### config.mk
export PLATFORM = sky130hd
export DESIGN_NAME = serial_tx_arbiter
export DESIGN_NICKNAME = d
export VERILOG_FILES = /design/src/rtl/serial_tx_arbiter.sv
export SDC_FILE = /design/constraint.sdc
export NUM_CORES = 1
export LEC_CHECK = 0
export CAP_MARGIN = 40
export CORE_ASPECT_RATIO = 2
export CORE_MARGIN = 1
export CORE_UTILIZATION = 38
export DETAILED_ROUTE_END_ITERATION = 8
export PLACE_DENSITY = 0.81
export RECOVER_POWER = 100
export SLEW_MARGIN = 20
export SYNTH_ARGS = -nofsm -noshare
export SYNTH_HDL_FRONTEND = slang
export SYNTH_SLANG_ARGS = --single-unit
### constraint.sdc
create_clock -name clk -period 2.1 [get_ports clk]
set_input_delay 0.525 -clock clk [delete_from_list [all_inputs] [get_ports clk]]
set_output_delay 0.525 -clock clk [all_outputs]
set_load 0.03 [all_outputs]
### src/rtl/serial_tx_arbiter.sv
// serial_tx_arbiter: round-robin arbiter sharing one serial TX packager among 2**IndexWidth requesters
// Ports: clk/rst (async active-high); req/data from requesters, ack back to winner;
// pkgCe/pkgData to the packager, pkgBusy from it; grant, active, error (sticky watchdog) status.
module serial_tx_arbiter #(
  parameter int IndexWidth   = 2,
  parameter int PackageWidth = 32,
  parameter int TimeoutWidth = 4
) (
  input  logic                                     clk,
  input  logic                                     rst,
  input  logic [2**IndexWidth-1:0]                 req,
  input  logic [2**IndexWidth*PackageWidth-1:0]    data,
  output logic [2**IndexWidth-1:0]                 ack,
  output logic                                     pkgCe,
  output logic [PackageWidth-1:0]                  pkgData,
  input  logic                                     pkgBusy,
  output logic [IndexWidth-1:0]                    grant,
  output logic                                     active,
  output logic                                     error
);
  localparam int Requesters = 2**IndexWidth;
  typedef enum logic [1:0] {IDLE, ISSUE, WAIT_BUSY, WAIT_DONE} state_t;
  state_t                   r_state, w_next;
  logic [Requesters-1:0]    r_ack;
  logic                     r_ce, r_error;
  logic [PackageWidth-1:0]  r_pkg_data;
  logic [IndexWidth-1:0]    r_grant, w_winner;
  logic [TimeoutWidth-1:0]  r_wd;
  logic                     w_timeout;
  // Scan from the largest offset down so the nearest requester after r_grant wins;
  // offset Requesters wraps to r_grant itself, giving the last winner lowest priority.
  always_comb begin
    w_winner = r_grant;
    for (int k = Requesters; k >= 1; k--)
      if (req[r_grant + IndexWidth'(k)]) w_winner = r_grant + IndexWidth'(k);
  end
  // Fires on the edge where the watchdog reaches all-ones, i.e. after 2**TimeoutWidth-1 idle cycles.
  assign w_timeout = r_wd == TimeoutWidth'(2**TimeoutWidth - 2);
  always_comb begin
    w_next = r_state;
    case (r_state)
      IDLE:      w_next = (|req && !pkgBusy) ? ISSUE : IDLE;
      ISSUE:     w_next = WAIT_BUSY;
      WAIT_BUSY: w_next = pkgBusy ? WAIT_DONE : (w_timeout ? IDLE : WAIT_BUSY);
      WAIT_DONE: w_next = pkgBusy ? WAIT_DONE : IDLE;
      default:   w_next = IDLE;
    endcase
  end
  always_ff @(posedge clk or posedge rst) begin
    if (rst) begin
      r_state    <= IDLE;
      r_ack      <= '0;
      r_ce       <= 1'b0;
      r_pkg_data <= '0;
      r_grant    <= '1;
      r_error    <= 1'b0;
      r_wd       <= '0;
    end else begin
      r_state <= w_next;
      r_ack   <= '0;
      r_ce    <= 1'b0;
      if (r_state == IDLE && w_next == ISSUE) begin
        r_grant    <= w_winner;
        r_pkg_data <= data[w_winner*PackageWidth +: PackageWidth];
        r_ack      <= Requesters'(1) << w_winner;
        r_ce       <= 1'b1;
      end
      if (r_state == ISSUE) r_wd <= '0;
      if (r_state == WAIT_BUSY && !pkgBusy) begin
        r_wd <= r_wd + 1'b1;
        if (w_timeout) r_error <= 1'b1;
      end
    end
  end
  assign ack     = r_ack;
  assign pkgCe   = r_ce;
  assign pkgData = r_pkg_data;
  assign grant   = r_grant;
  assign active  = r_state != IDLE;
  assign error   = r_error;
endmodule

==> impl_metrics.ini, run 1 <==
[run_status]
outcome = completed

[cells_and_area]
final_common_cell = clkdlybuf4s50_1
fillers = 634
layout_common_cells = clkdlybuf4s50_1, dfrtp_1, dlygate4sd3_1, nor2_1
final_core_util = 0.679
area_delta_synth_final_pct = 72.4
drive_gt1_frac = 0.165
multi_input_area_um2 = 1610
num_antenna_cells = 0
nets = 615
seq_area_um2 = 1150

[detailed_routing]
drcViolationCount = 0
drt-total-wl_um = 10700
via_count = 3173
wl_per_cell_um = 18.7
drt-pass1-iter-count = 4
drtIter0Drc = 185
drt.antenna.violating_nets = 0
via_per_inst = 5.54

[grt]
grt_pass1_wl_um = 16700
antenna_found_initial = 0
grt_pass1_vias = 3308
grt_usage = 0.265
grt_max_degree = 23
grt_overflow = 0

[worst_setup_path]
start_kind = input port
arrival_ns = 2.19
crit_slowest_cell = clkdlybuf4s50_1
worstReg2RegStart = grant[0]
critPathMaxStageDelay_ns = 0.55
crit_required_ns = 2.26
crit_start = req[2]
crit_chain = clkdlybuf4s50_1, nor2_1, a22oi_1, o22ai_4, buf_12, a221oi_1, o22ai_1
crit_path_end_kind = flop
crit_fanout = 13
critPathKind = input port to flop
critPathTopFamily = compound AO/OA/AOI/OAI gates
crit_buf_inv = 2

[min_path]
min_from = error
hp-class = flop to flop

[placement]
portBuffers = 175
dp_hpwl_um = 8530
dp_slack_ns = -0.317
place_congestion = 0.862

[logic_synthesis]
synth_edf_count = 0
avgSynthCellArea_um2 = 10.5
synth_cell_type_count = 46
ys_seq_elements = 46
mappedNetlistNets = 422
ys_seq_area_frac = 0.385
yosysWarnings = 0
synth_async_sr_flop_share = 1.00
synth_top_flop_cell = dfrtp_1
synth.cell_area_um2 = 3000
syn_inst = 285

[floorplanning]
start_util = 0.394
core_region_area_um2 = 7600
row_count = 45
die_x_um = 64.8
die_h_um = 128
io_pins = 176
die_area_um2 = 8260

[power]
comb_power_share = 0.606
ir_worst_vdd_v = 0.000613
p_clk_frac = 0.137
internal_power_uw = 3340
power_density_nw_per_um2 = 1160
seqPwrFrac = 0.258
swShare = 0.442
p_leak_uw = 0.00217
power_switching_uw = 2640

[sta]
slew_violations = 0
fmax_mhz = 494
finalCriticalPeriod_ns = 2.03
relSlewSlack = 0.438
hold_viol_final = 0
hold_ws_ns = 0.497
post-route-period-util = 0.965
worstMarginPinSlew_ns = 0.842
rsz0062_at_grt = no
setup_slack_ns = 0.0737
clock_skew_ns = 0.00691
setup_viol = 0

[clock_network]
cts.path.max_buffers = 2
cts.sinks = 46
clk_pin_slew_worst_paths_ns = 0.06
clk_latency_ns = 0.29
cts_made_buffers = 5
postCtsSetupRepairBufs = 0
cts_tree = done
clockRootBuffer = clkbuf_16
htree_levels = 2

[run]
maxCapViolations = 0
==> tightest hold or removal path, stage by stage (launching register included) <==
cell and delay, ns:
dfrtp_1 0.34, inv_1 0.04, o31ai_1 0.07
==> path summary, 6_finish.rpt <==
check / endpoint / slack, ns / cells after the start
max: pkgData[7] / 0.07 / 7
min: error / 0.50 / 2
max reg2reg: pkgData[7] / 0.15 / 6
min reg2reg: error / 0.50 / 2
max in group asynchronous: r_state[1] / 0.49 / 3
min in group asynchronous: pkgData[6] / 0.84 / 2
==> state kept, by name, indices dropped and copies added (netlist names) <==
signal	count
ack	4
pkgCe	1
grant	2
r_wd	4
error	1
pkgData	32
r_state	2
==> layer usage <==
layer	share of wire	up-vias	track usage
met5	0	-	0
met4	0.037	0	0.115
met3	0.046	31	0.0375
met2	0.57	132	0.511
met1	0.34	1522	0.271
li1	-	1488	-
==> power groups by stage <==
stage	clock network [uW]	registers, uW	logic [uW]
3_3_place_gp	0	1560	3740
4_1_cts	835	1550	3810
5_1_grt	869	1590	3850
2_1_floorplan	0	2180	1600
3_5_place_dp	0	1570	3820
6_report	818	1540	3620
==> cell usage after synthesis (all sizes together) (5+ instances only) <==
master	n	area, um^2
nand2	12	47.6
a21oi	6	30.0
nor2	38	148
dfrtp	44	1100
o21ai	8	47.6
o22ai	30	188
buf	22	188
a221oi	29	435
inv	8	30.0
a31oi	5	31.3
mux2i	29	290
==> kinds of logic after synthesis <==
logic type / synth area share
DFF: 0.385
adders and majority gates: 0.00835
muxes: 0.0969
buffers and inverters: 0.0769
and+or+nand+nor: 0.128
AOI/OAI and AO/OA: 0.305
==> metrics by stage <==
stage / instances / total power (uW) / setup TNS, ns / instance area [um^2]
finish: 573 / 5980 / 0 / 5160
global route: 573 / 6310 / 0 / 5160
CTS: 573 / 6200 / 0 / 5230
detailed placement: 565 / 5380 / -9.20 / 5080
global placement: 565 / 5300 / -8.13 / 5080
floorplan: 285 / 3790 / 0 / 3000
==> cell type report <==
class	count	share of cell area
clock buffers	6	0.0269
flip-flops and latches	46	0.223
multi-input cells	206	0.311
inverters	9	0.00678
repair buffers	210	0.407
well taps	94	0.0228
clock inverters	2	0.00242
==> what timing repair did <==
| action | 4_1_cts | 5_1_grt |
|---|---|---|
| gates resized for setup | 4 | 1 |
| pin swaps | 0 | 0 |
| endpoints found under the setup margin | 5 | 31 |
| hold buffers | 0 | 0 |
Note: power is estimated with default switching activity, not from simulation.
==> inputs of run 2 (changes only) <==
clock period = 2 ns   (was 2.1 ns; I/O delays follow)
==> run 2 against run 1 <==
Clock skew down 0.0018 ns. Cell count up 0.17%. Combinational power up 7.2%. Via count up 1.7%. Total power up 5.9%. First-iteration DRC count down 8.1%. Sequential share of layout area down 0.24 points. Utilization up 0.72 points. Hold slack worse by 0.015 ns. Register-to-register slack worse by 0.06 ns.
==> impl_metrics.ini, run 2 (synthesized netlist as in run 1, its figures left out) <==
[worst_setup_path]
worstReg2RegEnd = pkgData[15]
critPathTopFamily = flip-flops
start_kind = flop
path_depth = 1
crit_slowest_cell = dfstp_2
crit_path_end_kind = output pin
critPathKind = flop to output pin
crit_fanout = 14
crit_buf_inv = 1
reg2reg_slack_ns = 0.09
worstReg2RegStart = grant[1]
crit_chain = dlygate4sd2_1
critPathMaxStageDelay_ns = 0.72
arrival_ns = 1.45
crit_required_ns = 1.50
crit_start = grant[1]
reg2reg_depth = 6

[detailed_routing]
drcViolationCount = 0
wl_per_cell_um = 18.5
drt.antenna.violating_nets = 0
drtIter0Drc = 170
via_count = 3226
drt-total-wl_um = 10600
drt-pass1-iter-count = 4
via_per_inst = 5.62

[placement]
dp.cells = 566
portBuffers = 175
place_congestion = 0.835
dp_hpwl_um = 8240

[sta]
post-route-period-util = 0.975
hold_viol_final = 0
slew_violations = 0
worstMarginPinSlew_ns = 0.829
clock_skew_ns = 0.00510
setup_viol = 0
relSlewSlack = 0.447
fmax_mhz = 513
finalCriticalPeriod_ns = 1.95
rsz0062_at_grt = no
hold_ws_ns = 0.483

[cells_and_area]
largest_register_ffs = 32
layout_common_cells = clkdlybuf4s50_1, dfrtp_1, dlygate4sd3_1, nor2_1
drive_gt1_frac = 0.183
area_delta_synth_final_pct = 74.2
final_common_cell = clkdlybuf4s50_1
num_antenna_cells = 0
fillers = 589
nets = 616
fin_cells = 574

[clock_network]
cts.sinks = 46
cts_tree = done
clk_latency_ns = 0.29
postCtsSetupRepairBufs = 0
postCtsHoldBufs = 0
cts_made_buffers = 5
clk_pin_slew_worst_paths_ns = 0.07
htree_levels = 2
cts.path.max_buffers = 2
clockRootBuffer = clkbuf_16

[run]
maxCapViolations = 0

[floorplanning]
io_pins = 176
die_area_um2 = 8260
row_count = 45
die_x_um = 64.8
core_region_area_um2 = 7600
die_h_um = 128
start_util = 0.394

[grt]
grt_pass1_vias = 3408
antenna_found_initial = 0
grt_max_degree = 23
grt_usage = 0.259
grt_overflow = 0
grt_pass1_wl_um = 16500

[power]
power_switching_uw = 2810
internal_power_uw = 3520
p_leak_uw = 0.00221
power_density_nw_per_um2 = 1210
p_clk_frac = 0.128
ir_worst_vdd_v = 0.000861
seqPwrFrac = 0.259
swShare = 0.445
comb_power_share = 0.613

[run_status]
outcome = completed

[min_path]
min_from = error
whs_path_depth = 2
hp-class = flop to flop
holdPathEnd = error
run 2: how the worst max path moves through the flow:
stage,endpoint,slack [ns]
floorplan,pkgData[10],0.23
global placement,pkgData[15],-0.36
detailed placement,pkgData[15],-0.40
CTS,pkgData[15],0.01
global route,pkgData[15],0.003
finish,grant[1],0.05
run 2: area by class of cell:
cell class | instances | area, um^2 | area share
well taps | 94 | 118 | 0.0225
multi-input cells | 206 | 1650 | 0.316
inverters | 9 | 35.0 | 0.00671
repair buffers | 211 | 2120 | 0.407
clock buffers | 6 | 129 | 0.0247
flip-flops and latches | 46 | 1150 | 0.221
clock inverters | 2 | 10.0 | 0.00192
run 2: metal layers:
metal,global-route usage,vias to the layer above,wire length (um),part of all wire
met5,0,-,0,0
met4,0.125,0,441,0.041
met3,0.0384,41,512,0.048
met2,0.502,140,6030,0.57
met1,0.256,1560,3670,0.34
li1,-,1485,-,-
run 2: worst register-to-register path, cell delays in order, from the launching register on:
cell,delay [ns]
dfstp_2,0.72
nor2b_2,0.28
o21ai_2,0.11
nand3_4,0.12
buf_12,0.18
mux2i_2,0.27
o22ai_1,0.11
run 2: timing repair:
action,CTS,global route
resized for setup,6,5
endpoints found under the setup margin,34,24
pin swaps,0,1
run 2: power by group through the flow:
| stage | Sequential (uW) | Clock (uW) | Combinational, uW |
|---|---|---|---|
| finish | 1640 | 813 | 3880 |
| global route | 1690 | 869 | 4120 |
| CTS | 1640 | 826 | 4030 |
| detailed placement | 1650 | 0 | 4030 |
| global placement | 1630 | 0 | 3950 |
| floorplan | 2290 | 0 | 1680 |
run 2: metrics by stage:
step / TNS, ns / power, uW / util / setup slack, ns / cell area [um^2]
floorplan: 0 / 3980 / - / 0.234 / 3000
global placement: -11.36 / 5580 / 0.671 / -0.365 / 5100
detailed placement: -12.57 / 5680 / 0.671 / -0.404 / 5100
CTS: 0 / 6500 / 0.690 / 0.0100 / 5240
global route: 0 / 6670 / 0.687 / 0.00342 / 5220
finish: 0 / 6330 / 0.687 / 0.0507 / 5220
==> inputs of run 3 (changes only) <==
CORE_MARGIN = 2   (was 1)
CORE_UTILIZATION = 39   (was 38)
CTS_BUF_LIST = sky130_fd_sc_hd__clkbuf_4   (was default)
PLACE_DENSITY = 0.83   (was 0.81)
==> run 3 against run 2 <==
Critical path depth stayed put. Clock skew up 0.0074 ns. Via count is 2.5% lower. Die area is 2.1% higher. First-iteration DRC count grew 4.1%. Utilization down 1.6 points. Total power down 4.1%. Flip-flop and latch count stayed put. Global-route usage is 1.2 points lower. Critical endpoint is now pkgData[6].
==> impl_metrics.ini, run 3 (synthesized netlist as in run 1, its figures left out) <==
[clock_network]
cts_tree = done
clk_latency_ns = 0.38
cts.sinks = 46
postCtsHoldBufs = 0
cts_made_buffers = 5
cts.path.max_buffers = 2
clockRootBuffer = clkbuf_4
htree_levels = 2
clk_pin_slew_worst_paths_ns = 0.14

[power]
p_total_uw = 6070
p_leak_uw = 0.00212
ir_worst_vdd_v = 0.000651
power_density_nw_per_um2 = 1200

[sta]
clock_skew_ns = 0.0125
fmax_mhz = 511
hold_viol_final = 0
setup_slack_ns = 0.0437
setup_viol = 0
slew_violations = 0
rsz0062_at_grt = no
post-route-period-util = 0.978
finalCriticalPeriod_ns = 1.96
relSlewSlack = 0.197
worstMarginPinSlew_ns = 1.20

[floorplanning]
start_util = 0.397
die_x_um = 66.0
io_pins = 176
die_area_um2 = 8440
row_count = 45
core_region_area_um2 = 7540
die_h_um = 128

[detailed_routing]
wl_per_cell_um = 18.2
drtIter0Drc = 177
drt.antenna.violating_nets = 0
via_per_inst = 5.47
via_count = 3145
drt-pass1-iter-count = 6
drcViolationCount = 0
drt-total-wl_um = 10500

[min_path]
min_from = error
whs_path_depth = 2
hp-class = flop to flop
holdPathEnd = error

[placement]
dp.cells = 566
placed_cell_area_um2 = 5070
portBuffers = 175
dp_hpwl_um = 8280
dp_slack_ns = -0.450
place_congestion = 0.844

[grt]
grt_usage = 0.247
grt_overflow = 0
grt_max_degree = 47
antenna_found_initial = 1
grt_pass1_vias = 3271
grt_pass1_wl_um = 16000

[cells_and_area]
fin_cells = 575
largest_register_ffs = 32
final_common_cell = clkdlybuf4s50_1
nets = 616
final_core_util = 0.671
design_area_um2 = 5060
area_delta_synth_final_pct = 68.9
layout_common_cells = clkdlybuf4s50_1, dfrtp_1, nor2_1, mux2i_1, o22ai_1
drive_gt1_frac = 0.185
fillers = 638

[run_status]
outcome = completed

[worst_setup_path]
crit_fanout = 2
critPathTopFamily = buffers and inverters
crit_slowest_cell = clkdlybuf4s50_1
start_kind = flop
crit_chain = clkdlybuf4s50_1
critPathMaxStageDelay_ns = 0.70
critPathKind = flop to output pin
reg2reg_depth = 6
worstReg2RegStart = grant[0]
arrival_ns = 1.46
reg2reg_slack_ns = 0.05
crit_path_end_kind = output pin
crit_required_ns = 1.50
crit_buf_inv = 1
worstReg2RegEnd = pkgData[1]

[run]
maxCapViolations = 0
## run 3: metal layers
layer | up-vias | wire length [um] | global-route usage
li1 | 1489 | - | -
met1 | 1512 | 3580 | 0.256
met2 | 123 | 5980 | 0.468
met3 | 21 | 621 | 0.0465
met4 | 0 | 310 | 0.101
met5 | - | 0 | 0
## run 3: metrics by stage
step	hold slack [ns]	setup TNS (ns)
2_1_floorplan	0.548	0
3_3_place_gp	0.468	-11.04
3_5_place_dp	0.482	-13.97
4_1_cts	0.453	0
5_1_grt	0.557	0
6_report	0.506	0
## run 3: worst register-to-register path: cells and delay by family, from the launching register on
family	cells	cell delay [ns]
buffers and inverters	1	0.21
AND/OR/NAND/NOR	1	0.14
AO/OA/AOI/OAI	4	0.80
flip-flops	1	0.70
## run 3: area by class of cell
class | count | area [um^2] | share of cell area
diodes | 1 | 2.50 | 0.000495
clock buffers | 6 | 45.0 | 0.00890
clock inverters | 2 | 37.5 | 0.00742
inverters | 9 | 35.0 | 0.00692
multi-input cells | 206 | 1640 | 0.323
flip-flops and latches | 46 | 1150 | 0.228
well taps | 94 | 118 | 0.0232
repair buffers | 211 | 2030 | 0.402
## run 3: report_power, final
part	internal (uW)	total [uW]	switching, uW
combinational	1690	3840	2150
clock	278	607	329
sequential	1340	1620	279
total	3310	6070	2760
## run 3: repair_timing
item / in CTS / in global routing
endpoints found under the setup margin: 15 / 31
resized for setup: 6 / 13
buffers inserted: 0 / 0
## run 3: how the worst max path moves through the flow
stage / start / end / slack, ns / cells after the start
after CTS: grant[0] / grant[0] / 0.007 / 1
after detailed placement: req[3] / pkgData[27] / -0.45 / 7
final: pkgData[6] / pkgData[6] / 0.04 / 1
after global placement: req[3] / pkgData[24] / -0.36 / 7
after global routing: pkgData[31] / pkgData[31] / 0.005 / 1
after floorplan: grant[0] / pkgData[10] / 0.23 / 7
